`src/rtl/imm_pkg.sv`:
```
// Shared types and opcode constants for the pipelined immediate generator.
package imm_pkg;

  typedef enum logic [2:0] {
    IMM_NONE,
    IMM_I,
    IMM_S,
    IMM_B,
    IMM_U,
    IMM_J,
    IMM_SHAMT,
    IMM_ZIMM
  } imm_fmt_e;

  typedef enum logic [1:0] {
    BUF_EMPTY,
    BUF_ONE,
    BUF_TWO
  } buf_state_e;

  localparam int unsigned INSTR_W = 32;

  localparam logic [6:0] OPC_LOAD      = 7'b0000011;
  localparam logic [6:0] OPC_OP_IMM    = 7'b0010011;
  localparam logic [6:0] OPC_AUIPC     = 7'b0010111;
  localparam logic [6:0] OPC_OP_IMM_32 = 7'b0011011;
  localparam logic [6:0] OPC_STORE     = 7'b0100011;
  localparam logic [6:0] OPC_LUI       = 7'b0110111;
  localparam logic [6:0] OPC_BRANCH    = 7'b1100011;
  localparam logic [6:0] OPC_JALR      = 7'b1100111;
  localparam logic [6:0] OPC_JAL       = 7'b1101111;
  localparam logic [6:0] OPC_SYSTEM    = 7'b1110011;

endpackage

```
`src/rtl/imm_gen_stage_extract.sv`:
```
// Combinational immediate extraction: raw instruction -> XLEN immediate and format tag.
module imm_extract
  import imm_pkg::*;
#(
  parameter int unsigned XLEN   = 32,
  parameter bit          RV64_W = 1'b1,
  parameter bit          ZICSR  = 1'b1
) (
  input  logic [INSTR_W-1:0] instr,
  output logic [XLEN-1:0]    imm,
  output imm_fmt_e           fmt
);

  localparam int unsigned SHAMT_W = (XLEN == 64) ? 6 : 5;

  logic [6:0] opcode;
  logic [2:0] funct3;
  logic       is_shift;

  assign opcode   = instr[6:0];
  assign funct3   = instr[14:12];
  assign is_shift = (funct3 == 3'b001) || (funct3 == 3'b101);

  always_comb begin
    imm = '0;
    fmt = IMM_NONE;
    unique case (opcode)
      OPC_LOAD, OPC_JALR: begin
        imm = XLEN'($signed(instr[31:20]));
        fmt = IMM_I;
      end
      OPC_OP_IMM: begin
        if (is_shift) begin
          imm = XLEN'(instr[20 +: SHAMT_W]);
          fmt = IMM_SHAMT;
        end else begin
          imm = XLEN'($signed(instr[31:20]));
          fmt = IMM_I;
        end
      end
      // *W shifts only ever take a 5-bit amount, even on RV64
      OPC_OP_IMM_32: begin
        if ((XLEN == 64) && RV64_W) begin
          if (is_shift) begin
            imm = XLEN'(instr[24:20]);
            fmt = IMM_SHAMT;
          end else begin
            imm = XLEN'($signed(instr[31:20]));
            fmt = IMM_I;
          end
        end
      end
      OPC_STORE: begin
        imm = XLEN'($signed({instr[31:25], instr[11:7]}));
        fmt = IMM_S;
      end
      OPC_BRANCH: begin
        imm = XLEN'($signed({instr[31], instr[7], instr[30:25], instr[11:8], 1'b0}));
        fmt = IMM_B;
      end
      OPC_LUI, OPC_AUIPC: begin
        imm = XLEN'($signed({instr[31:12], 12'b0}));
        fmt = IMM_U;
      end
      OPC_JAL: begin
        imm = XLEN'($signed({instr[31], instr[19:12], instr[20], instr[30:21], 1'b0}));
        fmt = IMM_J;
      end
      OPC_SYSTEM: begin
        if (ZICSR && funct3[2]) begin
          imm = XLEN'(instr[19:15]);
          fmt = IMM_ZIMM;
        end
      end
      default: begin
        imm = '0;
        fmt = IMM_NONE;
      end
    endcase
  end

endmodule

```
`src/rtl/imm_gen_stage.sv`:
```
// Pipelined immediate generator: decode on input, 2-entry skid buffer (M head, S skid) on output.
module imm_gen_stage
  import imm_pkg::*;
#(
  parameter int unsigned XLEN   = 32,
  parameter bit          RV64_W = 1'b1,
  parameter bit          ZICSR  = 1'b1
) (
  input  logic               clk,
  input  logic               rst,
  input  logic               flush,
  input  logic               in_valid,
  output logic               in_ready,
  input  logic [INSTR_W-1:0] in_instr,
  output logic               out_valid,
  input  logic               out_ready,
  output logic [INSTR_W-1:0] out_instr,
  output logic [XLEN-1:0]    out_imm,
  output imm_fmt_e           out_fmt
);

  logic [XLEN-1:0] dec_imm;
  imm_fmt_e        dec_fmt;

  imm_extract #(
    .XLEN   (XLEN),
    .RV64_W (RV64_W),
    .ZICSR  (ZICSR)
  ) u_extract (
    .instr (in_instr),
    .imm   (dec_imm),
    .fmt   (dec_fmt)
  );

  buf_state_e         state_q, state_d;
  logic [INSTR_W-1:0] m_instr_q, m_instr_d, s_instr_q, s_instr_d;
  logic [XLEN-1:0]    m_imm_q, m_imm_d, s_imm_q, s_imm_d;
  imm_fmt_e           m_fmt_q, m_fmt_d, s_fmt_q, s_fmt_d;
  logic               push, pop;

  assign in_ready  = (state_q != BUF_TWO);
  assign out_valid = (state_q != BUF_EMPTY);
  assign out_instr = m_instr_q;
  assign out_imm   = m_imm_q;
  assign out_fmt   = m_fmt_q;

  assign push = in_valid && in_ready && !flush;
  assign pop  = out_valid && out_ready && !flush;

  always_ff @(posedge clk or posedge rst) begin
    if (rst) begin
      state_q   <= BUF_EMPTY;
      m_instr_q <= '0;
      m_imm_q   <= '0;
      m_fmt_q   <= IMM_NONE;
      s_instr_q <= '0;
      s_imm_q   <= '0;
      s_fmt_q   <= IMM_NONE;
    end else begin
      state_q   <= state_d;
      m_instr_q <= m_instr_d;
      m_imm_q   <= m_imm_d;
      m_fmt_q   <= m_fmt_d;
      s_instr_q <= s_instr_d;
      s_imm_q   <= s_imm_d;
      s_fmt_q   <= s_fmt_d;
    end
  end

  // Flush only resets occupancy; stale payload is invisible once out_valid drops
  always_comb begin
    state_d   = state_q;
    m_instr_d = m_instr_q;
    m_imm_d   = m_imm_q;
    m_fmt_d   = m_fmt_q;
    s_instr_d = s_instr_q;
    s_imm_d   = s_imm_q;
    s_fmt_d   = s_fmt_q;
    if (flush) begin
      state_d = BUF_EMPTY;
    end else begin
      unique case (state_q)
        BUF_EMPTY: begin
          if (push) begin
            m_instr_d = in_instr;
            m_imm_d   = dec_imm;
            m_fmt_d   = dec_fmt;
            state_d   = BUF_ONE;
          end
        end
        BUF_ONE: begin
          if (push && pop) begin
            m_instr_d = in_instr;
            m_imm_d   = dec_imm;
            m_fmt_d   = dec_fmt;
          end else if (push) begin
            s_instr_d = in_instr;
            s_imm_d   = dec_imm;
            s_fmt_d   = dec_fmt;
            state_d   = BUF_TWO;
          end else if (pop) begin
            state_d = BUF_EMPTY;
          end
        end
        BUF_TWO: begin
          if (pop) begin
            m_instr_d = s_instr_q;
            m_imm_d   = s_imm_q;
            m_fmt_d   = s_fmt_q;
            state_d   = BUF_ONE;
          end
        end
        default: state_d = BUF_EMPTY;
      endcase
    end
  end

endmodule

```
`config.mk`:
```
export PLATFORM = sky130hd
export DESIGN_NAME = imm_gen_stage
export DESIGN_NICKNAME = d
export VERILOG_FILES = /design/src/rtl/imm_pkg.sv /design/src/rtl/imm_gen_stage_extract.sv /design/src/rtl/imm_gen_stage.sv
export SDC_FILE = /design/constraint.sdc
export NUM_CORES = 1
export LEC_CHECK = 0
export BUFFER_PORTS_ARGS = -buffer_cell sky130_fd_sc_hd__clkbuf_2
export CORE_MARGIN = 3
export CORE_UTILIZATION = 60
export CTS_BUF_LIST = sky130_fd_sc_hd__clkbuf_4 sky130_fd_sc_hd__clkbuf_8
export DETAILED_ROUTE_END_ITERATION = 16
export HOLD_SLACK_MARGIN = 0.15
export PLACE_DENSITY = 0.84
export SYNTH_ARGS = -nofsm -noshare
export SYNTH_HDL_FRONTEND = slang
export SYNTH_HIERARCHICAL = 1
export SYNTH_SLANG_ARGS = --single-unit
```
`constraint.sdc`:
```
create_clock -name clk -period 13 [get_ports clk]
set_input_delay 2.6 -clock clk [delete_from_list [all_inputs] [get_ports clk]]
set_output_delay 2.6 -clock clk [all_outputs]
set_load 0.005 [all_outputs]
```
[Yosys cells after proc, flatten, opt, wreduce, memory -nomap -nowiden]
Index checks and enable logic that the tools add are counted.
Storage, ports and cells
  memories kept: 0
  word-level logic and storage cells: 70
  bits in read-only memories: 0
  flip-flop bits (word level): 136
  bits in writable memories: 0
  output and inout port bits: 69
  bits in latches: 0
  bits of input ports: 37
Operators by class
  multiply operators: 0
  shift-type cells: 0
  bitwise logic cells: 2
  add/subtract/negate cells: 0
  div/mod/pow operators: 0
  equality and inequality tests: 21
  $lt $le $gt $ge: 0
  muxes and demuxes: 25
  reductions and logical operators: 15
Operators with widths (count)
  two-way mux 32 bit: 7
  case mux 32 bit (7 select lines): 1
  case mux 32 bit (3 select lines): 2
  == test 7 bit (second input constant): 4
  case mux 3 bit (7 select lines): 1
  two-way mux 3 bit: 5
  == test 7 x 5 -> 1 bit (second input constant): 2
  == test 7 x 6 -> 1 bit (second input constant): 2
  two-way mux 2 bit: 6
  inequality test 3 bit (second input constant): 3
  case mux 3 bit (3 select lines): 1
  inequality test 2 bit (second input constant): 4
  AND reduction 4 bit: 2
  == test 7 x 2 -> 1 bit (second input constant): 1
  case mux 2 bit (3 select lines): 1
  logical AND 1 bit: 5
  two-way mux 5 bit: 1
  AND reduction 5 bit: 1
  inequality test 4 bit (second input constant): 1
  OR reduction 2 bit: 2
  == test 3 x 1 -> 1 bit (second input constant): 1
  == test 3 bit (second input constant): 1
  nonzero test 3 bit: 1
  == test 2 x 1 -> 1 bit (second input constant): 1
  6 further kinds: 7

[Longest topological paths before layout]
Gate-level depths: netlist (run 1).
  depth in word-level cells: 8
  depth in mapped cells: 8

[Cells and area by module]
Netlist (run 1), hierarchy kept.
Modules (own cells, without submodules)
  imm_gen_stage: cells an instance 374, instances 1, area an instance 5958.2 sq um
  imm_extract: cells an instance 80, instances 1, area an instance 545.5 sq um

[Worst setup path after synthesis (run 1)]
OpenSTA, ideal clock, no wires.
  path kind: input port to flip-flop
  start: input in_instr[3]
  end: register m_imm_q[30] (netlist: out_imm[30])
  setup time: 125 ps
  required time: 12875 ps
  stages: 8
  setup slack: 8884 ps
  arrival time: 3991 ps
  buffers on the path: 2
  cell sequence: nand4bb_1 -> buf_6 -> nor2_2 -> o31a_1 -> buf_6 -> a21o_1 -> mux2_2 -> mux2_2
Between the ends
  cells in the longest elaborated chain, start to end: 5
RTL lines
  start, declared: RTL line imm_gen_stage.sv:14  | input logic [INSTR_W-1:0] in_instr,
  == test 7 x 6 -> 1 bit (tied with other cells): RTL line imm_gen_stage_extract.sv:27  | unique case (opcode)
  OR reduction 2 bit: RTL line imm_gen_stage_extract.sv:27
  case mux 32 bit (7 select lines) (*): RTL line imm_gen_stage_extract.sv:27
  named net dec_imm[30]: RTL line imm_gen_stage.sv:22  | logic [XLEN-1:0] dec_imm;
  two-way mux 32 bit, on equally long branches: RTL line imm_gen_stage.sv:92, imm_gen_stage.sv:84
  case mux 32 bit (3 select lines) (*): RTL line imm_gen_stage.sv:82  | unique case (state_q)
  end signal, assigned: RTL line imm_gen_stage.sv:62  | m_imm_q <= m_imm_d;
  end, declared: RTL line imm_gen_stage.sv:37  | logic [XLEN-1:0] m_imm_q, m_imm_d, s_imm_q, s_imm_d;
Mark *: on every way through the listed nets, which the timed path passes. The rest lies on a longest branch. The select of a mux whose other input is x is not followed.
A chain may end at the register's enable or synchronous reset.

[Final worst setup path (run 1)]
  start: register state_q[0]
  end: output in_ready
Between the ends
  cells in the longest elaborated chain, start to end: 1
RTL lines
  start, declared: RTL line imm_gen_stage.sv:35  | buf_state_e state_q, state_d;
  start signal, assigned: RTL line imm_gen_stage.sv:60  | state_q <= state_d;
  inequality test 2 bit: RTL line imm_gen_stage.sv:41  | assign in_ready = (state_q != BUF_TWO);
  end, declared: RTL line imm_gen_stage.sv:13  | output logic in_ready,
Every way passes these cells.

==> metrics.txt, run 1 <==
clock period minus final worst setup slack=4.681 ns; Skew-Pair Late Insertion Delay=0.43 ns; Num CTS Buffers=17; num rows=37; drt pass-1 iters=5; Mapped Cells=454; Final Cell Area=0.007457 sq mm; unique cell type count in the Yosys netlist=42; nature of the critical path endpoint=output pin; largest family of logic cells by synthesized area=multiplexers; leakage=0.003836 uW; largest net degree at the start of global routing=77; via count=4103; P&R area growth vs syn=14.66%; IO Pins=106; Post-Synth Adder-Cell Area=0; Top FF cell, synth=dfrtp_1; Setup TNS=0 ns; Post-Route WL=13.80 mm; share of cells above drive strength 1=0.6239; total chip power=992.5 uW; Max Cap Viol=0; share of the synthesized area in the top cell type=0.5233; detailed placement HPWL=9.283 mm; IO buf count=105; Fin Clk Skew=0.006607 ns; area post-placement=0.007073 sq mm; synthesized area per cell=14.33 sq um; post-CTS setup buffers=0; post-CTS resize count=0; post-synthesis xor/xnor area fraction=0; Synth warnings=6; Slew Viols, Final=0; Final Wtd Congestion=0.8311; power density cells=133.1 mW/mm^2; Die Area=0.01213 sq mm; area leader, netlist=dfrtp_1; final worst path period share=0.3600; status=complete, no violations; RSZ-0062 raised after global routing=false; mux contribution to synthesized area=0.3553; initial antenna violation count=0; clock sinks=136; core area=0.01042 sq mm; Seq cells post-synth=136; total grt overflow=0; vias in the first global route=4318; Fmax=213.6 MHz; Synth Cell Area=0.006504 sq mm; CTS tree=built; most frequent cells in the layout=mux2_2, dfrtp_1, clkbuf_2, clkbuf_8, a21o_1; Die W=110.1 um; critical path class=reg2out; global-route wire length before repair=22.00 mm; worst IR drop on VDD=0.09220 mV; count of final setup violators=0; Remaining DRCs=0; Vias/cell=5.820; most common cell after layout, fill and taps aside=mux2_2; Startpoint Class=flip-flop; Least-Margin Pin Slew=1.010 ns; Initial Utilization=0.6244; Die Y=110.1 um; H-tree depth=4; DRT iter0 DRCs=324; Worst EP arrival=2.08 ns; Seq/Total Area, Yosys=0.5233; fin nets=594; Post-synth EDFFs=0; final hold vios=0; Reg clk slew, reported paths=0.07 ns; CTS max path bufs=2; All-Layer GR Usage=0.2397; root buffer cell=clkbuf_8; Compound-Gate Fraction of Synth Area=0.04867; n_diodes=0; post-route ant nets=0; Simple-Gate Fraction of Synth Area=0.04309; Max FO, Critical Path=38; CP required=10.40 ns; syn nets=491; relative max-transition margin=0.3268; Post-synth ARST share=1.000; cts-stage hold buffer count=0; HP Class=reg2reg; DR WL/cell=19.57 um; Synth area leaders=dfrtp_1, mux2_2, mux2_4
## cell families after synthesis
| group | after synthesis |
|---|---|
| muxes | 202 |
| DFF | 136 |
| AOI/OAI and AO/OA | 45 |
| and+or+nand+nor | 44 |
| buffers and inverters | 27 |
## path summary, 6_finish.rpt
check	start	end	slack [ns]	depth (start not counted)
max	state_q[0]	in_ready	8.32	4
min in group asynchronous	rst	out_instr[10]	2.20	2
max reg2reg	state_q[0]	out_imm[25]	9.80	6
max in group asynchronous	rst	s_instr_q[27]	9.48	3
min reg2reg	s_fmt_q[0]	s_fmt_q[0]	0.50	1
min	s_fmt_q[0]	s_fmt_q[0]	0.50	1
## synth_stat cells, types with 2 or more instances
library cell,number
nor3_1,4
buf_2,14
nand2_1,10
o31a_1,2
nor3_2,2
nor2b_1,2
nand2b_1,2
mux2_2,190
and2_1,6
a22oi_1,5
a21o_1,19
mux2_4,10
or3_1,2
a21oi_1,4
or2_2,2
nor2_1,4
buf_6,9
o21ai_0,7
inv_1,2
dfrtp_1,136
## state kept, by name, indices dropped and copies added (netlist names)
name	cells
s_imm_q	32
s_fmt_q	3
out_imm	32
state_q	2
s_instr_q	32
out_fmt	3
out_instr	32
## worst max-delay path: stages, from the launching register on
cell and delay (ns):
dfrtp_1 0.48, nor2b_4 0.13, buf_4 0.47, inv_4 0.33, clkbuf_2 0.22
## per-stage QoR
stage / std cells / worst slack, ns / util / hold WS (ns)
finish: 705 / 8.319 / 0.7159 / 0.5048
global route: 705 / 8.211 / 0.7159 / 0.5105
CTS: 705 / 8.295 / 0.7159 / 0.5068
detailed placement: 674 / 8.035 / 0.6790 / 0.4875
global placement: 674 / 8.118 / 0.6790 / 0.4810
floorplan: 454 / 6.761 / - / 0.4719
## power breakdown
part           internal [uW]  switching (uW)
Combinational           81.9            61.1
Clock                    184             155
Sequential               480            30.7
Total                    746             246
## cell type report
| class | instances | area, sq um |
|---|---|---|
| clock inverter | 9 | 100.1 |
| timing repair buffer | 108 | 548.0 |
| fill | 711 | 2959 |
| multi-input combinational | 291 | 2933 |
| inverter | 3 | 18.77 |
| tap | 136 | 170.2 |
| clock buffer | 22 | 284.0 |
| sequential | 136 | 3403 |
## per-layer routing
metal | part of all wire | GRT usage
met1 | 0.45 | 0.3285
met5 | 0 | 0
met4 | 0.014 | 0.07828
met3 | 0.053 | 0.05649
met2 | 0.49 | 0.3813
Note: power is estimated with default switching activity, not from simulation.
==> run 2, diff against run 1 <==
- CORE_UTILIZATION: 60 -> 53
- PLACE_DENSITY: 0.84 -> 0.79
- clock period: 13 -> 4.2 ns (I/O delays scaled with it)
==> run 2 against run 1 <==
Against the previous run: global-route usage fell by 2.1 points; die area rose by 12%; hold slack got worse by 0.069 ns; clock power rose to 2.7 times the previous value; sequential cell count did not move; largest power group unchanged; design area fell by 0.17%; worst setup slack got worse by 7.1 ns; non-clock buffer count rose by 2; count of clock-buffer cells in the layout rose by 2; combinational power rose to 3.1 times the previous value; critical path type unchanged.
==> metrics.txt, run 2 (synthesis gave the netlist of run 1 again) <==
core area=0.01171 sq mm; Worst EP arrival=2.11 ns; Die W=116.8 um; final worst path period share=0.7025; power density cells=395.3 mW/mm^2; Least-Margin Pin Slew=1.032 ns; CP required=3.36 ns; final hold vios=0; critical path class=reg2out; fin cells=712; clock period minus final worst setup slack=2.951 ns; Vias/cell=5.695; relative max-transition margin=0.3118; CTS tree=built; count of final setup violators=0; P&R area growth vs syn=14.47%; fin nets=596; post-CTS resize count=0; Slew Viols, Final=0; cts-stage hold buffer count=0; drt pass-1 iters=4; CTS max path bufs=2; Top delay family on crit path=buffers and inverters; status=complete, no violations; Initial Utilization=0.5553; Crit-path slowest cell=dfrtp_1; root buffer cell=clkbuf_8; All-Layer GR Usage=0.2183; Max Cap Viol=0; clock sinks=136; Crit path buffers/inverters=3; Skew-Pair Late Insertion Delay=0.45 ns; num rows=39; worst hold slack=0.4355 ns; Die Y=116.8 um; total grt overflow=0; crit-path max cell delay=0.48 ns; most frequent cells in the layout=mux2_2, dfrtp_1, clkbuf_2, clkbuf_8, a21o_1; Reg clk slew, reported paths=0.07 ns; post-route ant nets=0; largest net degree at the start of global routing=74; nature of the critical path endpoint=output pin; crit-path cells=nor2b_4 > buf_4 > inv_4 > clkbuf_2; share of cells above drive strength 1=0.6239; via count=4055; final core occ=0.6357; IO buf count=105; Remaining DRCs=0; detailed placement HPWL=9.400 mm; Die Area=0.01364 sq mm; vias in the first global route=4231; Post-Route WL=13.76 mm; Setup TNS=0 ns; most common cell after layout, fill and taps aside=mux2_2; initial antenna violation count=0; Max FO, Critical Path=37; leakage=0.003830 uW; DRT iter0 DRCs=225; HP Class=in2async; Startpoint Class=flip-flop; n_diodes=0; Fin Clk Skew=0.007492 ns; total chip power=2943 uW; Final Wtd Congestion=0.8255; DR WL/cell=19.32 um; Fmax=338.9 MHz; global-route wire length before repair=22.54 mm; dpl cells=683; IO Pins=106; worst IR drop on VDD=0.2178 mV; post-CTS setup buffers=0; Num CTS Buffers=17; RSZ-0062 raised after global routing=false; H-tree depth=4
-- run 2: final cells by class --
class | instances | area [sq um]
fill | 912 | 4267
clock buffer | 24 | 299.0
clock inverter | 5 | 25.02
tap | 143 | 178.9
multi-input combinational | 291 | 2933
inverter | 3 | 17.52
timing repair buffer | 110 | 588.1
sequential | 136 | 3403
-- run 2: power by group --
part / internal (uW) / switching (uW)
Clock: 456 / 465
Sequential: 1490 / 90.1
Combinational: 257 / 189
-- run 2: path summary, 6_finish.rpt --
kind	from	end	slack (ns)	depth (start not counted)
max	state_q[0]	in_ready	1.25	4
min	rst	out_instr[16]	0.44	2
max reg2reg	state_q[1]	out_imm[27]	1.80	5
min reg2reg	s_imm_q[5]	s_imm_q[5]	0.50	1
max in group asynchronous	rst	s_instr_q[28]	2.86	3
min in group clk	s_imm_q[5]	s_imm_q[5]	0.50	1
-- run 2: per-stage QoR --
step | setup WS (ns) | instance area, sq um
6_report | 1.249 | 7445
5_1_grt | 1.121 | 7445
4_1_cts | 1.206 | 7445
3_5_place_dp | 1.299 | 7121
3_3_place_gp | 1.410 | 7121
2_1_floorplan | 1.667 | 6507
-- run 2: per-layer routing --
metal  share of wire  GRT usage  vias up  wire, um
met1            0.45     0.2946     2078      6157
met2            0.49     0.3447       97      6702
li1                -          -     1859         -
met3           0.050    0.05913       21       683
met5               0          0        -         0
met4           0.016    0.07416        0       214
==> run 3, diff against run 2 <==
- ABC_AREA: not set -> 1
- CORE_UTILIZATION: 53 -> 60
- PLACE_DENSITY: 0.79 -> 0.83
- clock period: 4.2 -> 2.75 ns (I/O delays scaled with it)
==> run 3 against run 2 <==
Against the previous run: wire length up 43%; via count up 77%; area after synthesis up 18%; die area up 4.0%; non-clock buffer count up 16; sequential share of layout area down 6.1 points; clock power up 59%; combinational power up 150%; hold slack worse by 0.048 ns; critical path type unchanged; critical endpoint unchanged.
==> metrics.txt, run 3 <==
status=complete, no violations; Comb pwr share=0.213; Synth warnings=6; IO Pins=106; vias in the first global route=6754; Post-synth ARST share=1.000; DR WL/cell=14.67 um; crit-path cells=nand2_2 > clkbuf_2; n_diodes=0; All-Layer GR Usage=0.2895; FF-to-FF End=out_imm[11]; H-tree depth=4; most common cell after layout, fill and taps aside=nand2_1; Vias/cell=5.374; Post-synth top cells=nand2_1, nand3_1, dfrtp_1, inv_1, nor2_1; reg2reg setup slack=0.82 ns; CP required=2.20 ns; worst hold path depth=3; Die Y=119.1 um; root buffer cell=clkbuf_8; cell with the most instances after synthesis=nand2_1; final worst path period share=0.8156; post-route ant nets=0; IO buf count=105; worst IR drop on VDD=0.4841 mV; fin nets=1198; HP Class=in2reg; num rows=40; count of final setup violators=0; clock period minus final worst setup slack=2.243 ns; P&R area growth vs syn=11.95%; RSZ-0062 raised after global routing=false; total grt overflow=0; global-route wire length before repair=33.38 mm; via count=7191; R2R Path Start=state_q[1]; reg2reg path depth=8; Least-Margin Pin Slew=0.7485 ns; CTS max path bufs=2; Seq cells post-synth=136; Startpoint Class=flip-flop; Switching Share=0.3084; Max FO, Critical Path=30; Fin Clk Skew=0.007746 ns; Crit-path slowest cell=dfrtp_1; Reg clk slew, reported paths=0.07 ns; Mapped Cells=1083; Psw=1597 uW; Clock power frac=0.282; CTS tree=built; Internal Power=3582 uW; Setup TNS=0 ns; CP Capture Point=in_ready; share of the synthesized area in the top cell type=0.4435; syn nets=1120; core area=0.01226 sq mm; largest net degree at the start of global routing=68; nature of the critical path endpoint=output pin; Max Cap Viol=0; Die Area=0.01418 sq mm; Top FF cell, synth=dfrtp_1; Die W=119.1 um; DRT iter0 DRCs=772; most frequent cells in the layout=nand2_1, nand3_1, dfrtp_1, inv_1, clkbuf_2; area leader, netlist=dfrtp_1; synthesized area per cell=7.086 sq um; critical path class=reg2out; Post-synth EDFFs=0; crit-path max cell delay=0.57 ns; pre-CTS WS=0.3758 ns; Synth Cell Area=0.007674 sq mm; unique cell type count in the Yosys netlist=22; Seq/Total Area, Yosys=0.4435; relative max-transition margin=0.5010; final hold vios=0; Initial Utilization=0.6258; Remaining DRCs=0; Worst EP arrival=1.69 ns; sequential power share=0.504; power density cells=602.9 mW/mm^2; Final Wtd Congestion=0.9513; Skew-Pair Late Insertion Delay=0.45 ns; Post-Route WL=19.63 mm; leakage=0.005062 uW; drt pass-1 iters=6; share of cells above drive strength 1=0.1684; Slew Viols, Final=0; detailed placement HPWL=13.21 mm; Synth area leaders=dfrtp_1, nand2_1, nand3_1; initial antenna violation count=0; clock sinks=136; Fmax=445.8 MHz; fin worst setup slack=0.5070 ns; crit path launch=state_q[1]; Num CTS Buffers=17
## run 3: power by group through the flow
stage,combinational (uW),clock [uW],sequential [uW]
finish,1110,1460,2610
global route,1260,1580,2660
global placement,1070,0,2630
floorplan,677,0,2630
detailed placement,1100,0,2650
CTS,1110,1480,2610
## run 3: worst max-delay path: cells and delay by family (launching register included)
family	cells	cell delay, ns
DFF	1	0.57
and+or+nand+nor	1	0.43
buffers and inverters	1	0.24
## run 3: area by class of cell
| type | instances | area, sq um |
|---|---|---|
| Clock buffer | 25 | 325.3 |
| Timing Repair Buffer | 126 | 748.2 |
| Sequential cell | 136 | 3403 |
| Inverter | 127 | 480.5 |
| Tap cell | 168 | 210.2 |
| Multi-Input combinational cell | 753 | 3406 |
| Fill cell | 1020 | 3671 |
| Clock inverter | 3 | 17.52 |
## run 3: worst min-delay path by stage
stage | to | start | slack (ns)
2_1_floorplan | s_imm_q[10] | s_imm_q[10] | 0.45
3_3_place_gp | out_instr[2] | out_instr[2] | 0.45
3_5_place_dp | out_instr[26] | out_instr[26] | 0.46
4_1_cts | s_instr_q[1] | in_instr[1] | 0.37
5_1_grt | s_instr_q[1] | in_instr[1] | 0.39
6_report | s_instr_q[1] | in_instr[1] | 0.39
## run 3: kinds of logic (layout without fill, tap and decap cells)
family / after synthesis / after routing / synth area share
compound gates: 106 / 106 / 0.06962
buf+inv: 194 / 281 / 0.1136
flops: 136 / 136 / 0.4435
simple gates: 647 / 647 / 0.3732
## run 3: metrics by stage
stage	hold WS (ns)	total power (uW)	utilization	std cells	cell area [sq um]
floorplan	0.4538	3306	-	1083	7677
global placement	0.4524	3702	0.6718	1309	8238
detailed placement	0.4586	3750	0.6718	1309	8238
CTS	0.3704	5207	0.7006	1338	8591
global route	0.3940	5505	0.7006	1338	8591
finish	0.3875	5179	0.7006	1338	8591
## run 3: routing by layer
metal,global-route usage,share of wire
met3,0.06173,0.082
met1,0.4078,0.44
met4,0.1007,0.021
met2,0.4454,0.46
met5,0,0
## run 3: what timing repair did
item / 4_1_cts / 5_1_grt
hold buffers: 1 / 0
resized for setup: 0 / 0
setup buffers: 0 / 0
hold endpoints to repair: 12 / 0
